<file path="src/rtl/online_mult_sequencer.sv">
// Cycle-level sequencer for an MSD-first online multiplier datapath.
// Takes one signed-digit operand pair per step and waits DELTA steps before the first product digit.
// Emits one product digit per step, then drains DELTA steps with zero inputs and pulses done.
module online_mult_sequencer #(
  parameter int unsigned N_DIGITS = 64,
  parameter int unsigned DELTA    = 3,
  parameter int unsigned ADDR_W   = 7,
  parameter int unsigned CNT_W    = 9
) (
  input  logic              clk,
  input  logic              rst,
  input  logic              start,
  input  logic              abort,
  input  logic              digit_valid,
  output logic              digit_ready,
  output logic [1:0]        state,
  output logic [CNT_W-1:0]  step_idx,
  output logic              ca_we,
  output logic [ADDR_W-1:0] ca_waddr,
  output logic              enable_adder,
  output logic              enable_shift,
  output logic              zero_in,
  output logic              clear_dp,
  output logic              p_valid,
  output logic              busy,
  output logic              done
);

  typedef enum logic [1:0] {
    S_IDLE  = 2'b00,
    S_INIT  = 2'b01,
    S_RUN   = 2'b10,
    S_DRAIN = 2'b11
  } state_t;

  localparam logic [CNT_W-1:0] LAST_INIT  = CNT_W'(DELTA - 1);
  localparam logic [CNT_W-1:0] LAST_RUN   = CNT_W'(N_DIGITS - 1);
  localparam logic [CNT_W-1:0] LAST_DRAIN = CNT_W'(N_DIGITS + DELTA - 1);
  localparam logic [CNT_W-1:0] ONE        = CNT_W'(1);

  state_t             state_r;
  state_t             state_n;
  logic [CNT_W-1:0]   idx_r;
  logic [CNT_W-1:0]   idx_n;
  logic               done_n;
  logic               kill;

  // State, step counter and done pulse; reset wins over everything
  always_ff @(posedge clk) begin
    if (rst) begin
      state_r <= S_IDLE;
      idx_r   <= '0;
      done    <= 1'b0;
    end else begin
      state_r <= state_n;
      idx_r   <= idx_n;
      done    <= done_n;
    end
  end

  // Next-state, step advance and combinational datapath strobes
  always_comb begin
    state_n      = state_r;
    idx_n        = idx_r;
    done_n       = 1'b0;
    digit_ready  = 1'b0;
    ca_we        = 1'b0;
    ca_waddr     = '0;
    enable_adder = 1'b0;
    enable_shift = 1'b0;
    zero_in      = 1'b0;
    clear_dp     = 1'b0;
    p_valid      = 1'b0;
    // A mid-operation reset cancels exactly like abort: no strobes this cycle
    kill         = abort | rst;

    unique case (state_r)
      S_IDLE: begin
        if (start && !kill) begin
          clear_dp = 1'b1;
          state_n  = S_INIT;
          idx_n    = '0;
        end
      end

      S_INIT: begin
        ca_waddr = ADDR_W'(idx_r);
        if (kill) begin
          state_n = S_IDLE;
          idx_n   = '0;
        end else begin
          digit_ready = 1'b1;
          if (digit_valid) begin
            ca_we        = 1'b1;
            enable_adder = 1'b1;
            idx_n        = idx_r + ONE;
            if (idx_r == LAST_INIT) state_n = S_RUN;
          end
        end
      end

      S_RUN: begin
        ca_waddr = ADDR_W'(idx_r);
        if (kill) begin
          state_n = S_IDLE;
          idx_n   = '0;
        end else begin
          digit_ready = 1'b1;
          if (digit_valid) begin
            ca_we        = 1'b1;
            enable_adder = 1'b1;
            enable_shift = 1'b1;
            p_valid      = 1'b1;
            idx_n        = idx_r + ONE;
            if (idx_r == LAST_RUN) state_n = S_DRAIN;
          end
        end
      end

      S_DRAIN: begin
        if (kill) begin
          state_n = S_IDLE;
          idx_n   = '0;
        end else begin
          zero_in      = 1'b1;
          enable_adder = 1'b1;
          enable_shift = 1'b1;
          p_valid      = 1'b1;
          if (idx_r == LAST_DRAIN) begin
            state_n = S_IDLE;
            idx_n   = '0;
            done_n  = 1'b1;
          end else begin
            idx_n = idx_r + ONE;
          end
        end
      end
    endcase
  end

  assign state    = state_r;
  assign step_idx = idx_r;
  assign busy     = (state_r != S_IDLE);

endmodule

</file>
<file path="config.mk">
export PLATFORM = sky130hd
export DESIGN_NAME = online_mult_sequencer
export DESIGN_NICKNAME = d
export VERILOG_FILES = /design/src/rtl/online_mult_sequencer.sv
export SDC_FILE = /design/constraint.sdc
export NUM_CORES = 1
export LEC_CHECK = 0
export ABC_AREA = 1
export ABC_CLOCK_PERIOD_IN_PS = 2200
export CAP_MARGIN = 10
export CORE_MARGIN = 1.5
export CORE_UTILIZATION = 25
export DETAILED_ROUTE_END_ITERATION = 8
export SLEW_MARGIN = 20
export SYNTH_ARGS = -nofsm -noshare
export SYNTH_HDL_FRONTEND = slang
export SYNTH_SLANG_ARGS = --single-unit
</file>
<file path="constraint.sdc">
create_clock -name clk -period 2.2 [get_ports clk]
set_input_delay 0.44 -clock clk [delete_from_list [all_inputs] [get_ports clk]]
set_output_delay 0.44 -clock clk [all_outputs]
set_load 0.02 [all_outputs]
</file>
Word level (Yosys, flattened, before mapping) --
Index checks and enable logic that the tools add are counted.
Cells by class: add/sub/neg operators 1, eq/ne operators 13, multiplexer cells 28, bitwise gates (word level) 2, reductions and logical operators 8
Operators by type and width (number):
- 9-bit two-way mux | 5
- 9-bit case mux with 3 select lines | 1
- 2-bit two-way mux | 9
- 3-bit != test (second input constant) | 5
- 9-bit by 1-bit adder with 9-bit output (second input constant) | 1
- 9-bit by 2-bit == test with 1-bit output (second input constant) | 1
- 9-bit by 6-bit == test with 1-bit output (second input constant) | 1
- 9-bit by 7-bit == test with 1-bit output (second input constant) | 1
- 1-bit two-way mux | 9
- 2-bit case mux with 4 select lines | 1
- 7-bit two-way mux | 1
- 6-bit AND reduction | 1
- 2-bit == test (second input constant) | 2
- 1-bit case mux with 2 select lines | 2
- 3-bit by 1-bit != test with 1-bit output (second input constant) | 1
- 3-bit OR reduction | 1
- 2-bit by 1-bit == test with 1-bit output (second input constant) | 1
- 2-bit zero test | 1
- 2-bit != test (second input constant) | 1
- 2-bit AND reduction | 1
- 2-bit nonzero test | 1
- 2-bit OR reduction | 1
- 1-bit logical AND | 1
- 1-bit zero test | 1
- other kinds (2) | 2
Storage, ports and cells: flip-flop bits (word level) 12, input port bits 5, output and inout bits 27, logic and storage cells 55

Depth between registers and ports, before layout --
Gate-level depths: netlist of the first run.
word-level depth 5, depth in mapped cells 11, gate-level depth less buffers 11

Worst setup path after synthesis of the first run --
No wires, ideal clock.
path kind reg-to-output, from reg state_r[0] (netlist: state[0]), to out enable_adder, data arrival time 1747 ps, required time 1760 ps, slack 13 ps, cell stages (with the launch flop) 7, buffers on the path 1, cell sequence dfxtp_1 > inv_1 > ha_1 > buf_2 > nand2_1 > nor2_1 > o21a_1
On the way: word-level cells in the longest chain between the ends 3, elaborated cells between the ends (all ways) 5, classes of those cells eq/ne: 3; mux: 1; reduce/logical: 1
Ends and longest elaborated chain:
- start, declared | RTL line 41 | state_t state_r;
- start signal, assigned | RTL line 55 | state_r <= state_n;
- 2-bit == test / 2-bit by 1-bit == test with 1-bit output (equally long branches) | RTL line 77 | unique case (state_r)
- 2-bit OR reduction (no source line)
- 1-bit case mux with 2 select lines (*) | RTL line 77
- end, declared | RTL line 20 | output logic enable_adder,
Mark *: on every way between the ends. The rest lies on a longest branch, timed or not.

Final worst setup path of the first run --
from in rst, to out digit_ready
On the way: word-level cells in the longest chain between the ends 3
Ends and longest elaborated chain:
- start, declared | RTL line 11 | input logic rst,
- 1-bit OR | RTL line 75 | kill = abort | rst;
- 1-bit two-way mux | RTL line 88, 104
- 1-bit two-way mux
- end, declared | RTL line 15 | output logic digit_ready,
Every way passes these cells.

==> results by group, run 1 <==
Timing
  – RSZ-0062 raised after global routing: false
  – Relative slew margins: 0.765
  – Final Setup Violations: 0
  – Final Max Slew Viols: 0
  – Post-Route Skew: 3.05 ps
  – Tmin final: 2130 ps
  – Worst Tran Pin Value: 350 ps
  – F_max: 0.470 GHz
  – Hold Vio Cnt, Final: 0
  – Post-route setup slack: 70.1 ps
  – Fin crit share: 0.968

GRT
  – Initial antenna violation count: 0
  – Grt ovf: 0
  – Vias in the first global route: 951
  – Busiest grt layer: met2
  – First-pass GRT wire length: 4330 um
  – GR Util met1: 0.186
  – Largest net degree at the start of global routing: 10
  – GRT Total Usage: 0.131
  – Routing usage on met2: 0.195
  – Met3 Track Usage GR: 0.0360

Floorplanning
  – Chip width: 65.6 um
  – Num rows: 22
  – Die Ht: 65.6 um
  – Starting density of the core: 0.264
  – CORE AREA: 3720 sq um
  – Num ports: 32
  – Full die area: 4300 sq um

Synth
  – Top-count cell post-synth: nand2_1
  – Leading cell types by count after synthesis: 42 x nand2_1, 34 x inv_1, 23 x nor2_1
  – Top FF cell, synth: dfxtp_1
  – Cells after Synth: 162
  – Yosys warnings: 0
  – Share of the synthesized area in the top cell type: 0.245
  – #FFs+latches synth: 12
  – Mapped Nets: 174
  – Seq/Total Area, Yosys: 0.245
  – Synth async-reset ratio: 0
  – Area leader, netlist: dfxtp_1
  – Ranking of synthesized cells by area: dfxtp_1 25%, nand2_1 16%, inv_1 13%
  – Mapped Area: 980 sq um
  – Post-synth EDFFs: 0
  – Synth Area per Inst: 6.05 sq um
  – Yosys cell types: 21

Setup path
  – Number of gates on the worst path with buffers counted: 6
  – WP data required: 1760 ps
  – Cell family with most CP delay: buffers and inverters
  – Critical Path Max Stage Delay: 480 ps
  – CP startpoint: rst
  – Nature of the critical path startpoint: input pin
  – Worst Path Max Fanout: 3
  – Reg2reg start: state[0]
  – Worst reg2reg endpoint: step_idx[6]
  – Crit path DAT: 1690 ps
  – CP endpoint kind: output port
  – Last element of the critical path: digit_ready
  – R2R setup slack: 670 ps
  – Slowest CP cell: clkdlybuf4s50_1
  – Critical path type: input pin to output port
  – CP cell instances: clkdlybuf4s50_1 -> nor2_1 -> nand2_1 -> buf_4 -> inv_1 -> dlygate4sd2_1
  – Worst Path Buf+Inv: 4
  – R2R depth: 8

Route
  – Total wire length: 2580 um
  – Drt initial violations: 32
  – Router iterations before antenna repair: 4
  – DRC: 0
  – Final ANT Viol Nets: 0
  – Vias per cell: 4.16
  – Total number of vias: 1072
  – Wire per inst: 9.99 um

Clock network
  – Clock buffer depth: 2
  – Num CTS Buffers: 3
  – Clock-pin slew on the worst setup and hold paths: 50 ps
  – Clock H-tree levels: 1
  – CTS tree: done
  – Clock tree sinks: 12
  – Worst skew pair latency: 240 ps
  – Post-CTS Setup Bufs: 0
  – Root Buffer: clkbuf_8

Flow run
  – MaxCap Viol Count: 0

Run status
  – Status: complete, no violations

Finish
  – Fraction of layout cells with a size suffix above 1: 0.152
  – Area Overhead vs Synth: 50.1%
  – Fin area: 1470 sq um
  – ANT cells: 0
  – Nets: 224

Min path
  – Hold WC Path Type: register to register

Pwr
  – PD cells: 774 nW/um^2
  – Maximum VDD drop: 260 uV
  – Total power: 1.14 mW
  – Leak: 0.780 nW

Place
  – Post-detail-place hpwl: 2100 um
  – IO buf count: 31
  – DP Area: 1460 sq um
  – Setup slack at placement: -254 ps
  – RD Place Congestion: 0.839
-- state kept, by name, indices dropped and copies added, names as in the netlist --
signal    cells
done          1
state         2
step_idx      9
-- area by class of cell --
type / count / area, sq um
multi-input cells: 112 / 587
repair buffers: 47 / 402
well taps: 48 / 60.1
clock buffers: 3 / 41.3
inverters: 36 / 140
fillers: 425 / 2250
flip-flops and latches: 12 / 240
-- worst reg2reg max path: stages, from the launching register on --
cell	delay [ps]
dfxtp_1	330
inv_1	80
ha_1	330
nand3_1	210
nand2_4	120
inv_6	110
nand2_1	90
nand2_2	120
nor2_1	50
-- cells by family (layout without fill, tap and decap cells) --
logic type                 Yosys count  after routing  share of synthesized area
AOI/OAI and AO/OA                   11             11                     0.0702
xor gates and xnor gates             2              2                     0.0179
adders and majority gates            7              7                     0.0894
buffers and inverters               38             86                      0.156
DFF                                 12             12                      0.245
and+or+nand+nor                     92             92                      0.421
-- repair_timing --
action                     in CTS  in global routing
setup endpoints to repair      14                  3
hold buffers                    0                  0
gates resized for setup        14                  6
-- placed cells by master (no fill, tap or decap), types with 2 or more instances in the layout --
| cell type | instances |
|---|---|
| a21oi_1 | 8 |
| buf_4 | 16 |
| clkbuf_2 | 3 |
| clkbuf_8 | 3 |
| clkdlybuf4s50_1 | 17 |
| dfxtp_1 | 12 |
| dlygate4sd2_1 | 11 |
| ha_1 | 7 |
| inv_1 | 34 |
| nand2_1 | 42 |
| nand2_2 | 3 |
| nand2_4 | 2 |
| nand3_1 | 14 |
| nand4_1 | 3 |
| nor2_1 | 23 |
| nor2_4 | 2 |
| nor3_1 | 2 |
| xor2_1 | 2 |
-- worst min path at each step --
stage                 from           to  cells past startpoint
2_1_floorplan          rst  step_idx[1]                      1
3_3_place_gp   step_idx[1]  step_idx[1]                      2
3_5_place_dp   step_idx[7]  step_idx[7]                      2
4_1_cts        step_idx[1]  step_idx[1]                      2
5_1_grt        step_idx[1]  step_idx[1]                      2
6_report       step_idx[1]  step_idx[1]                      2
-- routing by layer --
metal | vias to the layer above | wire length (um) | share of wire
met2 | 37 | 1130 | 0.44
met1 | 449 | 1280 | 0.50
met5 | - | 0 | 0
met3 | 2 | 156 | 0.061
met4 | 0 | 12 | 0.0047
li1 | 584 | - | -
-- metrics by stage --
step	hold WS, ps	TNS (ps)	util	instances
2_1_floorplan	509	0	-	162
3_3_place_gp	550	-1310	0.392	255
3_5_place_dp	543	-1430	0.392	255
4_1_cts	557	0	0.399	258
5_1_grt	597	0	0.396	258
6_report	553	0	0.396	258
-- power breakdown --
part | leakage [nW] | total [mW] | internal [mW] | switching, mW
clock | 0.0216 | 0.192 | 0.120 | 0.0722
sequential | 0.0972 | 0.254 | 0.240 | 0.0143
combinational | 0.661 | 0.691 | 0.269 | 0.422
Power figures use the tool's default switching activity.
==> inputs of run 2 (changes only) <==
--- a/config.mk
+++ b/config.mk
@@ -9,8 +9,9 @@
 export ABC_CLOCK_PERIOD_IN_PS = 2200
 export CAP_MARGIN = 10
 export CORE_MARGIN = 1.5
-export CORE_UTILIZATION = 25
+export CORE_UTILIZATION = 45
 export DETAILED_ROUTE_END_ITERATION = 8
+export PLACE_DENSITY = 0.79
 export SLEW_MARGIN = 20
 export SYNTH_ARGS = -nofsm -noshare
 export SYNTH_HDL_FRONTEND = slang
==> results by group, run 2 (synthesis results as in run 1) <==
Timing
  – Worst Tran Pin Value: 353 ps (was 350 ps)
  – Final Max Slew Viols: 0 (unchanged)
  – Relative slew margins: 0.763 (was 0.765)
  – Fin crit share: 0.967 (was 0.968)
  – RSZ-0062 raised after global routing: false (unchanged)
  – F_max: 0.470 GHz (about the same)
  – Tmin final: 2130 ps (about the same)
  – Final Setup Violations: 0 (unchanged)
  – Hold Vio Cnt, Final: 0 (unchanged)
  – Post-Route Skew: 1.64 ps (was 3.05 ps)

Pwr
  – Leak: 0.759 nW (was 0.780 nW)
  – Combinational power share: 0.638 (was 0.608)
  – Internal power: 0.568 mW (was 0.629 mW)
  – Sw Ratio: 0.470 (was 0.447)
  – Psw: 0.504 mW (was 0.509 mW)
  – PD cells: 757 nW/um^2 (was 774 nW/um^2)
  – Flop pwr share: 0.235 (was 0.223)
  – Clock group share of total power: 0.127 (was 0.169)
  – Maximum VDD drop: 620 uV (was 260 uV)

Route
  – Router iterations before antenna repair: 4 (unchanged)
  – Final ANT Viol Nets: 0 (unchanged)
  – Vias per cell: 4.78 (was 4.16)
  – Drt initial violations: 31 (was 32)
  – Wire per inst: 11.0 um (was 9.99 um)
  – Total number of vias: 1113 (was 1072)
  – DRC: 0 (unchanged)
  – Total wire length: 2570 um (was 2580 um)

Finish
  – Area Overhead vs Synth: 44.6% (was 50.1%)
  – Number of fill cells: 181 (was 425)
  – Nets: 220 (was 224)
  – Max reg flops: 9 (unchanged)
  – ANT cells: 0 (unchanged)
  – Post-Layout Cell Count: 233 (was 258)
  – Most frequent cells in the layout: 42 x nand2_1, 34 x inv_1, 23 x nor2_1 (unchanged)
  – Fin area: 1420 sq um (was 1470 sq um)
  – Leading cell type in the layout, fill and taps excluded: nand2_1 (unchanged)
  – Fin util: 0.708 (was 0.396)
  – Fraction of layout cells with a size suffix above 1: 0.131 (was 0.152)

GRT
  – First-pass GRT wire length: 4330 um (unchanged)
  – Largest net degree at the start of global routing: 10 (unchanged)
  – Initial antenna violation count: 0 (unchanged)
  – GRT Total Usage: 0.222 (was 0.131)
  – Grt ovf: 0 (unchanged)
  – Vias in the first global route: 1083 (was 951)

Setup path
  – Nature of the critical path startpoint: register (was input pin)
  – Worst Path Max Fanout: 5 (was 3)
  – CP cell instances: inv_1 -> ha_1 -> inv_1 -> clkdlybuf4s50_1 (was clkdlybuf4s50_1 -> nor2_1 -> nand2_1 -> buf_4 -> inv_1 -> dlygate4sd2_1)
  – Most frequent CP cell: inv_1
  – Critical path type: register to output port (was input pin to output port)
  – Slowest CP cell: clkdlybuf4s50_1 (unchanged)
  – CP endpoint kind: output port (unchanged)
  – Crit path DAT: 1690 ps (about the same)
  – Critical Path Max Stage Delay: 630 ps (was 480 ps)
  – WP data required: 1760 ps (about the same)

Floorplanning
  – Full die area: 2470 sq um (was 4300 sq um)
  – Die Ht: 49.7 um (was 65.6 um)
  – Starting density of the core: 0.489 (was 0.264)
  – CORE AREA: 2000 sq um (was 3720 sq um)
  – Num ports: 32 (unchanged)
  – Chip width: 49.7 um (was 65.6 um)
  – Num rows: 16 (was 22)

Place
  – Post-detail-place hpwl: 2100 um (about the same)
  – DP Area: 1400 sq um (was 1460 sq um)
  – Dpl cells: 230 (was 255)
  – RD Place Congestion: 0.919 (was 0.839)
  – IO buf count: 31 (unchanged)

Clock network
  – Root Buffer: clkbuf_4 (was clkbuf_8)
  – CTS tree: done (unchanged)
  – Clock-pin slew on the worst setup and hold paths: 70 ps (was 50 ps)
  – Clock H-tree levels: 1 (unchanged)
  – Clock tree sinks: 12 (unchanged)
  – Clock buffer depth: 2 (unchanged)
  – Post-CTS Setup Bufs: 0 (unchanged)
  – Worst skew pair latency: 280 ps (was 240 ps)
  – Num CTS Buffers: 3 (unchanged)

Min path
  – Hold WC Path Type: input pin to register (was register to register)

Run status
  – Status: complete, no violations (unchanged)

Flow run
  – MaxCap Viol Count: 0 (unchanged)
[run 2: cell count changes in the layout (fill, tap and decap cells not counted)]
cell,before,now
clkdlybuf4s15_1,0,2
dlymetal6s2s_1,0,1
clkbuf_8,3,0
clkdlybuf4s50_1,17,16
clkbuf_4,0,3
clkbuf_2,3,0
dlygate4sd2_1,11,10
buf_4,16,12
clkdlybuf4s15_2,0,2
[run 2: per-layer routing]
metal  vias to the layer above  part of all wire  GRT usage
li1                        587                 -          -
met1                       485              0.46      0.274
met2                        34              0.48      0.389
met4                         0            0.0089     0.0417
met3                         7             0.060     0.0576
met5                         -                 0          0
[run 2: timing repair]
item / CTS / global route
resized for setup: 20 / 1
hold buffers: 0 / 0
endpoints found under the setup margin: 14 / 5
pin swaps: 0 / 0
[run 2: power groups by stage]
stage | clock, mW | combinational, mW | sequential [mW]
final | 0.137 | 0.684 | 0.252
after floorplan | 0 | 0.395 | 0.291
after detailed placement | 0 | 0.690 | 0.257
after global routing | 0.149 | 0.744 | 0.254
after global placement | 0 | 0.672 | 0.256
after CTS | 0.140 | 0.685 | 0.252
[run 2: area by class of cell]
cell class	instances	area, sq um	share of cell area
Clock buffer	3	22.5	0.0159
Inverter	36	140	0.0989
Multi-Input combinational cell	112	587	0.414
Sequential cell	12	240	0.170
Tap cell	27	33.8	0.0239
Timing Repair Buffer	43	393	0.277
[run 2: metrics by stage]
step                TNS [ps]  hold WS [ps]  power (mW)  setup slack (ps)
floorplan                  0           509       0.686              12.7
global placement       -1410           541       0.928              -241
detailed placement     -1760           559       0.947              -306
CTS                        0           568        1.08              12.3
global route               0           504        1.15             0.325
finish                     0           478        1.07              72.4
[run 2: path summary, 6_finish.rpt]
path | start | endpoint | slack (ps) | depth (start not counted)
min reg2reg | step_idx[1] | step_idx[1] | 570 | 2
min | rst | step_idx[1] | 480 | 2
max | state[0] | busy | 70 | 4
max reg2reg | state[0] | step_idx[0] | 510 | 9
[run 2: worst max-delay path, delay by kind of cell (launching register included)]
kind / cells / cell delay, ps
buffers and inverters: 3 / 860
flip-flops: 1 / 330
adder cells (fa/ha/maj): 1 / 220
